**src/rtl/act_pkg.sv**
```systemverilog
// Shared definitions for the activation pipeline: mode encodings and counter width.
package act_pkg;

    typedef enum logic [1:0] {
        ACT_BYPASS   = 2'b00,
        ACT_RELU     = 2'b01,
        ACT_LEAKY    = 2'b10,
        ACT_RELU_ALT = 2'b11
    } act_mode_t;

    localparam int SAT_CNT_W = 16;

endpackage

```
**src/rtl/act_sat.sv**
```systemverilog
// Per-lane rounding and saturation of a wide signed accumulator to a signed
// Q(W_INT_W).(DATA_W-W_INT_W) output sample.
module act_sat #(
    parameter int DATA_W  = 16,
    parameter int W_INT_W = 4,
    parameter int INT_EXT = 10,
    parameter int ROUND   = 1,
    localparam int ACC_W  = 2*DATA_W+INT_EXT
) (
    input  logic [ACC_W-1:0]  x,
    output logic [DATA_W-1:0] y,
    output logic              sat
);

    localparam int SH = DATA_W-W_INT_W;

    // One extra bit of headroom so the rounding add can never wrap.
    localparam logic signed [ACC_W:0] BIAS =
        (ROUND != 0) ? ((ACC_W+1)'(1) <<< (SH-1)) : '0;
    localparam logic signed [ACC_W:0] MAXV =
        {{(ACC_W+2-DATA_W){1'b0}}, {(DATA_W-1){1'b1}}};
    localparam logic signed [ACC_W:0] MINV =
        {{(ACC_W+2-DATA_W){1'b1}}, {(DATA_W-1){1'b0}}};

    logic signed [ACC_W:0] ext;
    logic signed [ACC_W:0] biased;
    logic signed [ACC_W:0] q;

    always_comb begin
        ext    = {x[ACC_W-1], x};
        biased = ext + BIAS;
        q      = biased >>> SH;
        sat    = 1'b0;
        y      = q[DATA_W-1:0];
        if (q > MAXV) begin
            y   = {1'b0, {(DATA_W-1){1'b1}}};
            sat = 1'b1;
        end else if (q < MINV) begin
            y   = {1'b1, {(DATA_W-1){1'b0}}};
            sat = 1'b1;
        end
    end

endmodule

```
**src/rtl/act_pipe.sv**
```systemverilog
// Two-stage multi-lane activation pipeline: activation on accept, then
// round/saturate into the output register, with a sticky saturation counter.
module act_pipe
    import act_pkg::*;
#(
    parameter int DATA_W  = 16,
    parameter int W_INT_W = 4,
    parameter int INT_EXT = 10,
    parameter int LANES   = 4,
    parameter int ROUND   = 1,
    parameter int LEAK_SH = 3,
    localparam int ACC_W  = 2*DATA_W+INT_EXT
) (
    input  logic                      clk,
    input  logic                      rst,
    input  logic [1:0]                mode,
    input  logic                      in_valid,
    output logic                      in_ready,
    input  logic [LANES*ACC_W-1:0]    in_data,
    output logic                      out_valid,
    input  logic                      out_ready,
    output logic [LANES*DATA_W-1:0]   out_data,
    output logic [SAT_CNT_W-1:0]      sat_cnt,
    input  logic                      sat_clr
);

    logic                        en;
    act_mode_t                   in_mode;
    logic signed [ACC_W-1:0]     lane;
    logic signed [ACC_W-1:0]     act_lane;
    logic [LANES*ACC_W-1:0]      act_data;
    logic                        s1_valid;
    logic [LANES*ACC_W-1:0]      s1_data;
    logic [LANES*DATA_W-1:0]     sat_data;
    logic [LANES-1:0]            sat_flags;
    logic [LANES-1:0]            s2_sat;
    logic [SAT_CNT_W:0]          sat_sum;
    logic [SAT_CNT_W:0]          cnt_sum;

    assign en       = !out_valid || out_ready;
    assign in_ready = en;
    assign in_mode  = act_mode_t'(mode);

    // Activation is applied as the beat is captured, so mode travels with it.
    always_comb begin
        act_data = '0;
        lane     = '0;
        act_lane = '0;
        for (int unsigned l = 0; l < LANES; l++) begin
            lane = in_data[l*ACC_W +: ACC_W];
            case (in_mode)
                ACT_BYPASS: act_lane = lane;
                ACT_LEAKY:  act_lane = lane[ACC_W-1] ? (lane >>> LEAK_SH) : lane;
                default:    act_lane = lane[ACC_W-1] ? '0 : lane;
            endcase
            act_data[l*ACC_W +: ACC_W] = act_lane;
        end
    end

    always_ff @(posedge clk or posedge rst) begin
        if (rst) begin
            s1_valid <= 1'b0;
            s1_data  <= '0;
        end else if (en) begin
            s1_valid <= in_valid;
            s1_data  <= act_data;
        end
    end

    for (genvar g = 0; g < LANES; g++) begin : g_lane
        act_sat #(
            .DATA_W (DATA_W),
            .W_INT_W(W_INT_W),
            .INT_EXT(INT_EXT),
            .ROUND  (ROUND)
        ) u_sat (
            .x  (s1_data[g*ACC_W +: ACC_W]),
            .y  (sat_data[g*DATA_W +: DATA_W]),
            .sat(sat_flags[g])
        );
    end

    always_ff @(posedge clk or posedge rst) begin
        if (rst) begin
            out_valid <= 1'b0;
            out_data  <= '0;
            s2_sat    <= '0;
        end else if (en) begin
            out_valid <= s1_valid;
            out_data  <= sat_data;
            s2_sat    <= sat_flags;
        end
    end

    // Saturation events are counted as the beat leaves the output register.
    always_comb begin
        sat_sum = '0;
        for (int unsigned l = 0; l < LANES; l++) begin
            sat_sum = sat_sum + {{SAT_CNT_W{1'b0}}, s2_sat[l]};
        end
        cnt_sum = {1'b0, sat_cnt} + sat_sum;
    end

    always_ff @(posedge clk or posedge rst) begin
        if (rst) begin
            sat_cnt <= '0;
        end else if (sat_clr) begin
            sat_cnt <= '0;
        end else if (en && out_valid) begin
            sat_cnt <= cnt_sum[SAT_CNT_W] ? '1 : cnt_sum[SAT_CNT_W-1:0];
        end
    end

endmodule

```
**config.mk**
```make
export PLATFORM = sky130hd
export DESIGN_NAME = act_pipe
export DESIGN_NICKNAME = d
export VERILOG_FILES = /design/src/rtl/act_pkg.sv /design/src/rtl/act_sat.sv /design/src/rtl/act_pipe.sv
export SDC_FILE = /design/constraint.sdc
export NUM_CORES = 1
export LEC_CHECK = 0
export ABC_AREA = 1
export CAP_MARGIN = 20
export CORE_MARGIN = 3
export CORE_UTILIZATION = 30
export CTS_BUF_LIST = sky130_fd_sc_hd__clkbuf_4
export DETAILED_ROUTE_END_ITERATION = 16
export GPL_TIMING_DRIVEN = 1
export PLACE_DENSITY_LB_ADDON = 0.25
export SETUP_SLACK_MARGIN = 0.1
export SLEW_MARGIN = 20
export SYNTH_ARGS = -nofsm -noshare
export SYNTH_HDL_FRONTEND = slang
export SYNTH_SLANG_ARGS = --single-unit
```
**constraint.sdc**
```tcl
create_clock -name clk -period 8.05 [get_ports clk]
set_input_delay 1.2075 -clock clk [delete_from_list [all_inputs] [get_ports clk]]
set_output_delay 1.2075 -clock clk [all_outputs]
set_load 0.01 [all_outputs]
```
**Word level (Yosys, flattened, before mapping)**

Index checks and enable logic that the tools add are counted.

- Word-level logic and storage cells: 59
- Output and inout port bits: 82
- Input port bits: 175
- Register bits: 254

- Equality and inequality tests: 1
- Multiplexer cells: 31
- Magnitude comparators: 8
- Reduce and logical (&&, ||, !) cells: 5
- $add $sub $neg: 8

Operator list:

| operator | count |
|---|---|
| $pmux 42 s2 | 4 |
| $mux 16 | 11 |
| $add 42x13->43 const B | 4 |
| $mux 42 | 4 |
| $mux 41 | 4 |
| $gt 31x16->1 const B | 4 |
| $lt 31x16->1 const B | 4 |
| $add 16x4->17 | 1 |
| $mux 1 | 8 |
| $add 3x1->4 | 1 |
| $add 2x1->3 | 1 |
| $add 1x1->2 | 1 |
| $eq 2x2->1 const B | 1 |
| $logic_not 2->1 | 1 |
| $reduce_bool 2->1 | 1 |
| $logic_and 1x1->1 | 1 |
| $logic_not 1->1 | 1 |
| $logic_or 1x1->1 | 1 |

**Longest topological paths before layout**

- Depth in word-level cells: 7
- Mapped depth: 17
- Gate-level depth less buffers: 17

**Cells and area by module**

Synthesis repeated with hierarchy kept, for this count alone.

- Cell total of the unflattened synthesis: 2674
- Area, all modules: 17455.5 um^2

Modules (own cells, without submodules):

| module | sequential area each (um^2) | cells an instance | area each (um^2) | instances |
|---|---|---|---|---|
| act_pipe | 6356.1 | 1594 | 12325.6 | 1 |
| act_sat | 0.0 | 270 | 1282.5 | 4 |

**Worst setup path after synthesis**

OpenSTA, ideal clock, no wires.

- Path kind: input-to-output
- From: input port out_ready
- To: output port in_ready
- Stages on the path: 4
- Path slack: 4744 ps
- Arrival: 2099 ps
- Cells stage by stage: nor2_1 > inv_1 > clkbuf_1 > buf_2

- Longest elaborated chain between the ends: 1

RTL lines:

| item | RTL line | source |
|---|---|---|
| from (decl) | act_pipe.sv:21 | `input logic out_ready,` |
| $logic_or 1x1->1 | act_pipe.sv:40 | `assign en = !out_valid \|\| out_ready;` |
| to (decl) | act_pipe.sv:18 | `output logic in_ready,` |

Every way passes these cells.

**Worst setup path after layout**

Same ends and word-level chain as after synthesis.

==> results.yml <==
clock_network:
  cts.htree.levels: 3
  clk_pin_slew_ps: 70
  numCtsBuffers: 67
  cts_hold_buf: 0
  clk_latency_ps: 750
  cts_root_buf: "clkbuf_4"
  cts_resized: 0
  cts_tree: "done"
  cts_setup_buffers: 0
  cts_max_path_buffers: 3
  cts.sinks: 210
sta:
  fmax_ghz: 0.2433
  finalWorstSetupSlack_ps: 3940
  fin_crit_sh_pct: 51.05
  tns_ps: 0
  tightestPinTransition_ps: 938.4
  min_period_ps: 4110
  fin_skew_ps: 52.61
  slew_violations: 0
  setup_viol: 0
  relSlewSlack_pct: 37.44
  rsz0062_at_grt: "no"
  hold_violations: 0
synth:
  postSynthAreaPerCell_um2: 6.800
  synth.area.top_cells: "dfrtp_1 37%, nand2_1 16%, nor2_1 8.8%, inv_1 5.6%, nand3_1 4.4%"
  seq_area_frac_synth_pct: 37.03
  syn_inst: 2087
  syn_nets: 2270
  synth.largest_area_cell: "dfrtp_1"
  synth_top_area_share_pct: 37.03
  syn-cell-area_mm2: 0.01419
  synth_cell_types: 40
  ys_ff_latch: 210
  yosysWarnings: 0
global_route:
  track_usage_pct: 18.59
  antenna_found_initial: 12
  grt_pass1_vias: 14025
  grt_max_degree: 105
  overflow: 0
  grt_pass1_wl_um: 74150
power:
  switching_share_pct: 36.11
  internal_power_uw: 2135
  p_per_area_mw_per_mm2: 189.5
  p_leak_uw: 0.007804
  clockPowerShare_pct: 31.5
  seq_power_share_pct: 40.8
  p_switching_uw: 1207
  ir_worst_vdd_uv: 78.48
  combPwrFrac_pct: 27.7
floorplanning:
  coreArea_mm2: 0.04665
  dieArea_mm2: 0.04995
  start_util_pct: 30.42
  ioPinCount: 257
  die_y_um: 223.5
  die_w_um: 223.5
  rows: 79
min_path:
  hold_class: "flip-flop to flip-flop"
drt:
  viasPerCell: 4.799
  drt_pass1_iterations: 5
  wirelength_um: 46480
  detail-route-antenna-nets: 0
  avgRoutedWirePerCell_um: 15.69
  route.vias.total: 14219
  route.detailed.drc: 0
  drt_iter0_markers: 825
critical_path:
  cp_top_family: "buffers and inverters"
  required_ps: 6840
  cp_cell_sequence: "clkdlybuf4s50_1 -> nor2_4 -> inv_4 -> clkdlybuf4s50_1"
  worstSetupEndpointType: "primary output"
  cp-start-kind: "primary input"
  cpPeakStageDelay_ps: 650
  worstPathArrival_ps: 2900
  slowest_stage: "clkdlybuf4s50_1"
  cp_common_cell: "clkdlybuf4s50_1"
  cp.buffers_inverters: 3
  crit_type: "primary input to primary output"
  cp_max_fo: 48
final_layout:
  fin_nets: 2492
  syn2layout_area_growth_pct: 24.27
  drive_above_1_share_pct: 9.060
placed_design:
  gp_congestion: 0.9255
  io_buffers: 212
  dp_worst_setup_slack_ps: 3943
  dpl.hpwl_um: 35040
job:
  cap_violations: 0
run_status:
  status: "finished clean"
[cell families after synthesis]
logic type / synth area share [%]
AOI/OAI and AO/OA: 14.11
xor gates and xnor gates: 4.443
adders and majority gates: 0.8640
and+or+nand+nor: 35.22
DFF: 37.03
buffers and inverters: 8.340
[Yosys cell counts, drive strengths merged]
| library cell | number |
|---|---|
| a21oi | 106 |
| a221oi | 62 |
| a31oi | 6 |
| and2 | 6 |
| buf | 22 |
| clkbuf | 48 |
| clkinv | 7 |
| dfrtp | 210 |
| dlygate4sd1 | 1 |
| fa | 3 |
| ha | 5 |
| inv | 215 |
| nand2 | 653 |
| nand3 | 129 |
| nand3b | 7 |
| nand4 | 9 |
| nor2 | 369 |
| nor2b | 1 |
| nor3 | 7 |
| nor4 | 2 |
| o211ai | 27 |
| o21ai | 114 |
| o22ai | 2 |
| or2 | 4 |
| xnor2 | 11 |
| xor2 | 61 |
[power groups by stage]
stage / Combinational, uW / Clock [uW] / Sequential [uW]
floorplan: 561 / 0 / 1360
global placement: 924 / 0 / 1380
detailed placement: 934 / 0 / 1380
CTS: 939 / 1110 / 1360
global route: 1050 / 1160 / 1390
finish: 925 / 1050 / 1370
[area by class of cell]
cell class | count | area, um^2
Antenna cell | 5 | 12.51
Clock buffer | 89 | 668.1
Clock inverter | 22 | 116.4
Fill cell | 5123 | 29020
Inverter | 222 | 843.3
Multi-Input combinational cell | 1584 | 7770
Sequential cell | 210 | 5255
Tap cell | 607 | 759.5
Timing Repair Buffer | 224 | 2212
[flip-flops by register name, indices dropped and copies added, names as in the netlist]
signal	count
s1_data	124
sat_cnt	16
s1_valid	1
out_valid	1
s2_sat	4
out_data	64
[cell usage in the layout (no fill, tap or decap), types with 5 or more instances in the layout]
cell type / Yosys / routed
a21oi_1: 82 / 81
a21oi_2: 22 / 23
a221oi_1: 62 / 62
a31oi_1: 6 / 6
and2_1: 6 / 6
buf_4: 1 / 12
clkbuf_4: 0 / 89
clkdlybuf4s50_1: 0 / 212
clkinv_1: 7 / 22
dfrtp_1: 210 / 210
diode_2: 0 / 5
ha_1: 5 / 5
inv_1: 213 / 211
nand2_1: 621 / 621
nand2_2: 28 / 28
nand3_1: 126 / 125
nand3b_1: 7 / 7
nand4_1: 9 / 9
nor2_1: 334 / 333
nor2_2: 19 / 19
nor2_4: 15 / 16
nor3_1: 7 / 7
o211ai_1: 27 / 27
o21ai_0: 112 / 112
xnor2_1: 11 / 11
xor2_1: 61 / 61
[path summary, 6_finish.rpt]
| kind | startpoint | endpoint | slack, ps | depth (start not counted) |
|---|---|---|---|---|
| min in group asynchronous | rst | sat_cnt[11]$_DFFE_PP0P_ | 1020 | 2 |
| hold reg to reg | s1_valid$_DFFE_PP0P_ | out_valid$_DFFE_PP0P_ | 450 | 2 |
| setup / recovery | out_ready | in_ready | 3940 | 4 |
| setup reg to reg | sat_cnt[0]$_DFFE_PP0P_ | sat_cnt[15]$_DFFE_PP0P_ | 4780 | 10 |
| max in group asynchronous | rst | s1_data[34]$_DFFE_PP0P_ | 5760 | 3 |
| hold / removal | s1_valid$_DFFE_PP0P_ | out_valid$_DFFE_PP0P_ | 450 | 2 |
[metrics by stage]
| step | power (uW) | cell area [um^2] | hold slack, ps | cells | util, % |
|---|---|---|---|---|---|
| CTS | 3410 | 17620 | 435.0 | 2958 | 37.78 |
| detailed placement | 2317 | 16840 | 443.6 | 2847 | 36.09 |
| global placement | 2304 | 16840 | 445.0 | 2847 | 36.09 |
| floorplan | 1926 | 14190 | 419.8 | 2087 | - |
| global route | 3594 | 17630 | 480.5 | 2959 | 37.78 |
| finish | 3342 | 17640 | 454.5 | 2963 | 37.80 |
[routing by layer]
metal  GRT usage, %  share of wire, %  up-vias
met5              0              0.22        -
met4          6.583               2.7       14
met3          4.526               6.2       90
met2          29.41                45      379
met1          24.84                46     6545
li1               -                 -     7191
[tightest hold or removal path, stage by stage (launching register included)]
cell and delay, ps:
dfrtp_1 320, inv_1 50, nand2_1 60
No activity file was read; power rests on OpenSTA's default activity.
